===== src/rtl/univ_shift_reg.sv =====
// Parametrised universal shift register: hold, load, logical shift, rotate and clear,
// with a wrapping shift counter that pulses done once per full word shifted.
module univ_shift_reg #(
  parameter  int WIDTH = 4,
  localparam int CW    = $clog2(WIDTH + 1)
) (
  input  logic             clk,
  input  logic             rst_n,
  input  logic             en,
  input  logic [2:0]       mode,
  input  logic [WIDTH-1:0] d,
  input  logic             sin_l,
  input  logic             sin_r,
  output logic [WIDTH-1:0] q,
  output logic             sout_r,
  output logic             sout_l,
  output logic [CW-1:0]    cnt,
  output logic             done
);

  typedef enum logic [2:0] {
    M_HOLD = 3'b000,
    M_LOAD = 3'b001,
    M_SHR  = 3'b010,
    M_SHL  = 3'b011,
    M_ROR  = 3'b100,
    M_ROL  = 3'b101,
    M_CLR  = 3'b110,
    M_RSVD = 3'b111
  } mode_e;

  localparam logic [CW-1:0] CNT_LAST = CW'(WIDTH - 1);

  mode_e mode_sel;
  logic  counting;

  assign mode_sel = mode_e'(mode);
  assign counting = (mode_sel == M_SHR) || (mode_sel == M_SHL) ||
                    (mode_sel == M_ROR) || (mode_sel == M_ROL);

  assign sout_r = q[0];
  assign sout_l = q[WIDTH-1];

  always_ff @(posedge clk) begin
    if (!rst_n) begin
      q    <= '0;
      cnt  <= '0;
      done <= 1'b0;
    end else begin
      done <= 1'b0;
      if (en) begin
        case (mode_sel)
          M_LOAD: begin
            q   <= d;
            cnt <= '0;
          end
          M_SHR:   q <= {sin_l, q[WIDTH-1:1]};
          M_SHL:   q <= {q[WIDTH-2:0], sin_r};
          M_ROR:   q <= {q[0], q[WIDTH-1:1]};
          M_ROL:   q <= {q[WIDTH-2:0], q[WIDTH-1]};
          M_CLR: begin
            q   <= '0;
            cnt <= '0;
          end
          default: q <= q;
        endcase
        // Counter wraps at WIDTH so a continuous stream pulses done every word
        if (counting) begin
          if (cnt == CNT_LAST) begin
            cnt  <= '0;
            done <= 1'b1;
          end else begin
            cnt <= cnt + CW'(1);
          end
        end
      end
    end
  end

endmodule


===== config.mk =====
export PLATFORM = sky130hd
export DESIGN_NAME = univ_shift_reg
export DESIGN_NICKNAME = d
export VERILOG_FILES = /design/src/rtl/univ_shift_reg.sv
export SDC_FILE = /design/constraint.sdc
export NUM_CORES = 1
export LEC_CHECK = 0
export CORE_MARGIN = 3
export CORE_UTILIZATION = 32
export DETAILED_ROUTE_END_ITERATION = 6
export PLACE_DENSITY_LB_ADDON = 0.2
export SLEW_MARGIN = 20
export SYNTH_ARGS = -nofsm -noshare
export SYNTH_HDL_FRONTEND = slang
export SYNTH_SLANG_ARGS = --single-unit

===== constraint.sdc =====
create_clock -name clk -period 1.3 [get_ports clk]
set_input_delay 0.195 -clock clk [delete_from_list [all_inputs] [get_ports clk]]
set_output_delay 0.195 -clock clk [all_outputs]
set_load 0.02 [all_outputs]

======== Word level (Yosys, flattened, before mapping) ========
Index checks and enable logic that the tools add are counted.
storage, ports and cells
  register bits ........................... 8
  logic and storage cells ................. 25
operators by class
  add/sub/neg operators ................... 1
  equality and inequality tests ........... 7
  multiplexer cells ....................... 5
  reductions and logical operators ........ 9
operators by type and width
  cell                 count
  $pmux 4 s6           1
  $eq 3x2->1 const B   3
  $eq 3x3->1 const B   3
  $mux 3               3
  $reduce_bool 6->1    1
  $reduce_and 2->1     2
  $add 3x1->3 const B  1
  $eq 3x1->1 const B   1
  $logic_or 1x1->1     3
  $reduce_and 3->1     1
  $reduce_bool 2->1    1
  $reduce_or 2->1      1
  $mux 1               1

======== Depth between registers and ports, before layout ========
  depth after elaboration ................. 6
  mapped depth ............................ 5
  depth with buffers taken out ............ 4

======== Worst setup path after synthesis ========
Ideal clock, no wire load.
  kind .................................... input-to-reg
  start ................................... input mode[0]
  end ..................................... register q[3]
  data arrival time ....................... 1.185 ns
  required time ........................... 1.181 ns
  path slack .............................. -0.004 ns
  stages on the path ...................... 4
  buffers on the path ..................... 1
  cell sequence ........................... buf_4 -> or3_1 -> and3_4 -> o221a_2
on the way
  cells in the longest elaborated chain, start to end .. 3
  elaborated cells between the ends (all ways) .. 9
  classes of those cells .................. eq/ne: 6; mux: 1; reduce/logical: 2
RTL lines
  element                             RTL line  RTL
  from (decl)                         10        input logic [2:0] mode,
  $eq 3x2->1 (tied with other cells)  52        case (mode_sel)
  $reduce_bool 6->1 (no source line)  n/a
  $reduce_and 2->1 (no source line)   n/a
  to (signal assigned)                57        M_SHR: q <= {sin_l, q[WIDTH-1:1]};
  to (signal assigned)                58        M_SHL: q <= {q[WIDTH-2:0], sin_r};
  to (signal assigned)                59        M_ROR: q <= {q[0], q[WIDTH-1:1]};
  to (decl)                           14        output logic [WIDTH-1:0] q,
Several ways; a longest one is shown, not always the timed one.
A chain may end at the register's enable or synchronous reset.

======== Worst setup path after layout ========
  start ................................... input mode[2]
  end ..................................... register cnt[0]
on the way
  cells in the longest elaborated chain, start to end .. 6
  elaborated cells between the ends (all ways) .. 13
  classes of those cells .................. eq/ne: 6; mux: 1; reduce/logical: 6
RTL lines
  element                             RTL line  RTL
  $eq 3x2->1                          38        assign counting = (mode_sel == M_SHR) || (mode_sel == M_SHL) ||
  $logic_or 1x1->1 (2 in a row)       38
  $logic_or 1x1->1                    39        (mode_sel == M_ROR) || (mode_sel == M_ROL);
  $reduce_bool 2->1 (no source line)  n/a
  $reduce_and 2->1 (no source line)   n/a
  to (signal assigned)                73        cnt <= cnt + CW'(1);
  to (decl)                           17        output logic [CW-1:0] cnt,
Several ways; a longest one is shown, not always the timed one.

==> run_results.csv <==
group,metric,value,unit
place,port_buffers,21,
sta,setup_tns,0,ns
critical_path,path_cells,"dlygate4sd2_1 -> buf_4 -> xnor2_1 -> or4_1 -> a21boi_1",
yosys,synth_area,518.0,um2
floorplanning,pin_count,22,
global_route,track_usage,14.03,%
yosys,synthesis.nets,72,
layout,final_cells,106,
cts,clkSlewWorstSetupHoldPaths,0.05,ns
cts,cts_tree,"done",
routing,vias,565,
sta,hold_viol,0,
sta,finalCritPeriodShare,96.79,%
pwr,peakVddDrop,0.0006278,V
pwr,total_power,0.6545,mW
routing,first_iter_violations,11,
critical_path,cp_max_fo,6,
yosys,seq_area_frac_synth,30.92,%
critical_path,arrival,1.43,ns
global_route,grt_max_degree,9,
pwr,powerDensity,799.8,nW/um2
yosys,synth_flop_cell,"dfxtp_1",
critical_path,critical-path-max-stage-delay,0.50,ns
worst_hold_path,holdPathStages,2,
critical_path,required,1.47,ns
yosys,synth_top_area_share,30.92,%
sta,rsz0062_at_grt,"no",
critical_path,reg2reg_depth,4,
critical_path,end_kind,"flop",
yosys,yosysWarnings,0,
layout,seq_area,161.4,um2
sta,slew_headroom,82.08,%
run_status,status,"finished, final reports clean",
routing,vias_per_cell,5.330,
layout,final_core_util,58.50,%
yosys,synth_cells,59,
global_route,antenna_found_initial,0,
sta,skew,0.002751,ns
yosys,avgSynthCellArea,8.780,um2
cts,clock-root-buffer,"clkbuf_4",
layout,syn2layout_area_growth,57.97,%
cts,cts_buffer_depth,2,
floorplanning,dieArea,2138,um2
global_route,grt_pass1_wl,2.111,mm
yosys,synth_area_leaders,"dfxtp_1 31%, buf_4 5.8%, mux2_2 4.3%, nand3_1 3.9%, nand3_2 3.9%",
floorplanning,core_region_area,1399,um2
cts,cts.sinks,8,
routing,ant_nets,0,
floorplanning,start_util,37.03,%
layout,fin_area,818.3,um2
critical_path,crit_type,"in -> reg",
yosys,ys_async_sr_fraction,0,%
cts,clk_latency,0.24,ns
critical_path,path_depth,5,
yosys,synth_top_area_cell,"dfxtp_1",
layout,diodes,0,
yosys,synth.ff_latch_count,8,
cts,htree_levels,1,
sta,worst_pin_slew,0.2678,ns
place,placed_cell_area,808.3,um2
floorplanning,chipWidth,46.24,um
routing,drt_pass1_iterations,4,
flow_run,cap_violations,0,
yosys,yosysUniqueCellTypes,30,
sta,max_clock_freq,794.8,MHz
pwr,power_leakage,0.3908,nW
place,dp.cells,103,
layout,final_layout_size_suffix_gt1_share,27.47,%
sta,slew_viol_final,0,
sta,setup_viol,0,
critical_path,slowest_stage,"or4_1",
sta,fin_crit,1.258,ns
global_route,grt_pass1_vias,506,
place,place.gp.congestion,0.7882,
routing,wl_per_cell,12.58,um
floorplanning,rows,13,
layout,nFillCells,135,
critical_path,cp_top_family,"simple AND/OR/NAND/NOR gates",
cts,numCtsBuffers,3,
routing,drt_wl_total,1.333,mm
floorplanning,die_y,46.24,um
critical_path,critical_path_buf_inv_count,2,
global_route,overflow,0,
layout,nets,106,
layout,multi_input_area,316.6,um2
critical_path,cp-start-kind,"primary input",
worst_hold_path,min_path_type,"reg -> reg",
routing,drc_errors,0,
yosys,synth-edff-count,0,
==> cell type report <==
type	instances	share of cell area (%)
timing repair buffer	34	35.63
sequential	8	19.72
tap	15	2.294
clock buffer	3	2.752
inverter	2	0.9174
multi-input combinational	44	38.69
==> cells in the mapped netlist (3+ instances only) <==
| cell type | n |
|---|---|
| o21ai_0 | 4 |
| nand3_1 | 4 |
| nand2_1 | 5 |
| dfxtp_1 | 8 |
| a31oi_1 | 3 |
| buf_4 | 4 |
==> stage by stage <==
step                setup slack, ns  hold WS (ns)
detailed placement          -0.4285        0.4725
global placement            -0.3873        0.4666
CTS                         0.04556        0.4765
floorplan                  0.008688        0.2952
global route               0.003116        0.5008
finish                      0.04178        0.4772
==> logic make-up (layout without fill, tap and decap cells) <==
kind of cell	after synthesis	after routing	synth area share, %
flip-flops	8	8	30.92
buffers and inverters	7	39	9.421
multiplexers	3	3	6.280
AO/OA/AOI/OAI	17	17	23.19
AND/OR/NAND/NOR	21	21	24.40
XOR/XNOR	2	2	3.382
adder cells (fa/ha/maj)	1	1	2.415
==> sequential cells by signal (all words and copies together), names as in the netlist <==
signal / count
cnt: 3
q: 4
done: 1
==> cell usage in the layout, fill, tap and decap left out, types with 2 or more instances in the layout <==
cell / netlist / layout
a21oi_1: 2 / 2
nand3_2: 2 / 2
buf_4: 4 / 13
a311oi_1: 2 / 2
mux2_2: 2 / 2
nand2_1: 5 / 5
clkbuf_4: 0 / 3
dfxtp_1: 8 / 7
nand3_1: 4 / 4
clkdlybuf4s50_1: 0 / 8
a31oi_1: 3 / 3
dlygate4sd2_1: 0 / 13
nor2_1: 2 / 2
o221ai_1: 2 / 2
o21ai_0: 4 / 4
inv_1: 2 / 2
==> worst min-delay path, cell delays in order (launching register included) <==
cell and delay [ns]:
dfxtp_2 0.33, nand2_1 0.06, a21boi_1 0.05
==> timing repair <==
item	4_1_cts	5_1_grt
pin swaps	0	1
resized for setup	13	2
setup buffers	0	0
setup endpoints to repair	17	1
hold buffers	0	0
==> layer usage <==
metal	vias to the layer above	GRT usage (%)	share of wire, %
met5	-	0	0
met4	0	3.409	0
met3	0	7.031	6.8
met2	19	21.43	48
met1	262	17.40	45
li1	284	-	-
==> report_power, final <==
part | switching, mW | total (mW) | internal [mW]
sequential | 0.0134 | 0.273 | 0.260
clock | 0.0705 | 0.175 | 0.105
combinational | 0.0966 | 0.206 | 0.110
total | 0.180 | 0.655 | 0.474
==> final timing paths <==
| path | from | end | slack, ns |
|---|---|---|---|
| worst max-delay path | mode[2] | cnt[0] | 0.04 |
| worst min-delay path | cnt[0] | cnt[0] | 0.48 |
| worst max register to register | cnt[0] | cnt[0] | 0.05 |
| worst min register to register | cnt[0] | cnt[0] | 0.48 |
(Power assumes the default switching activity.)
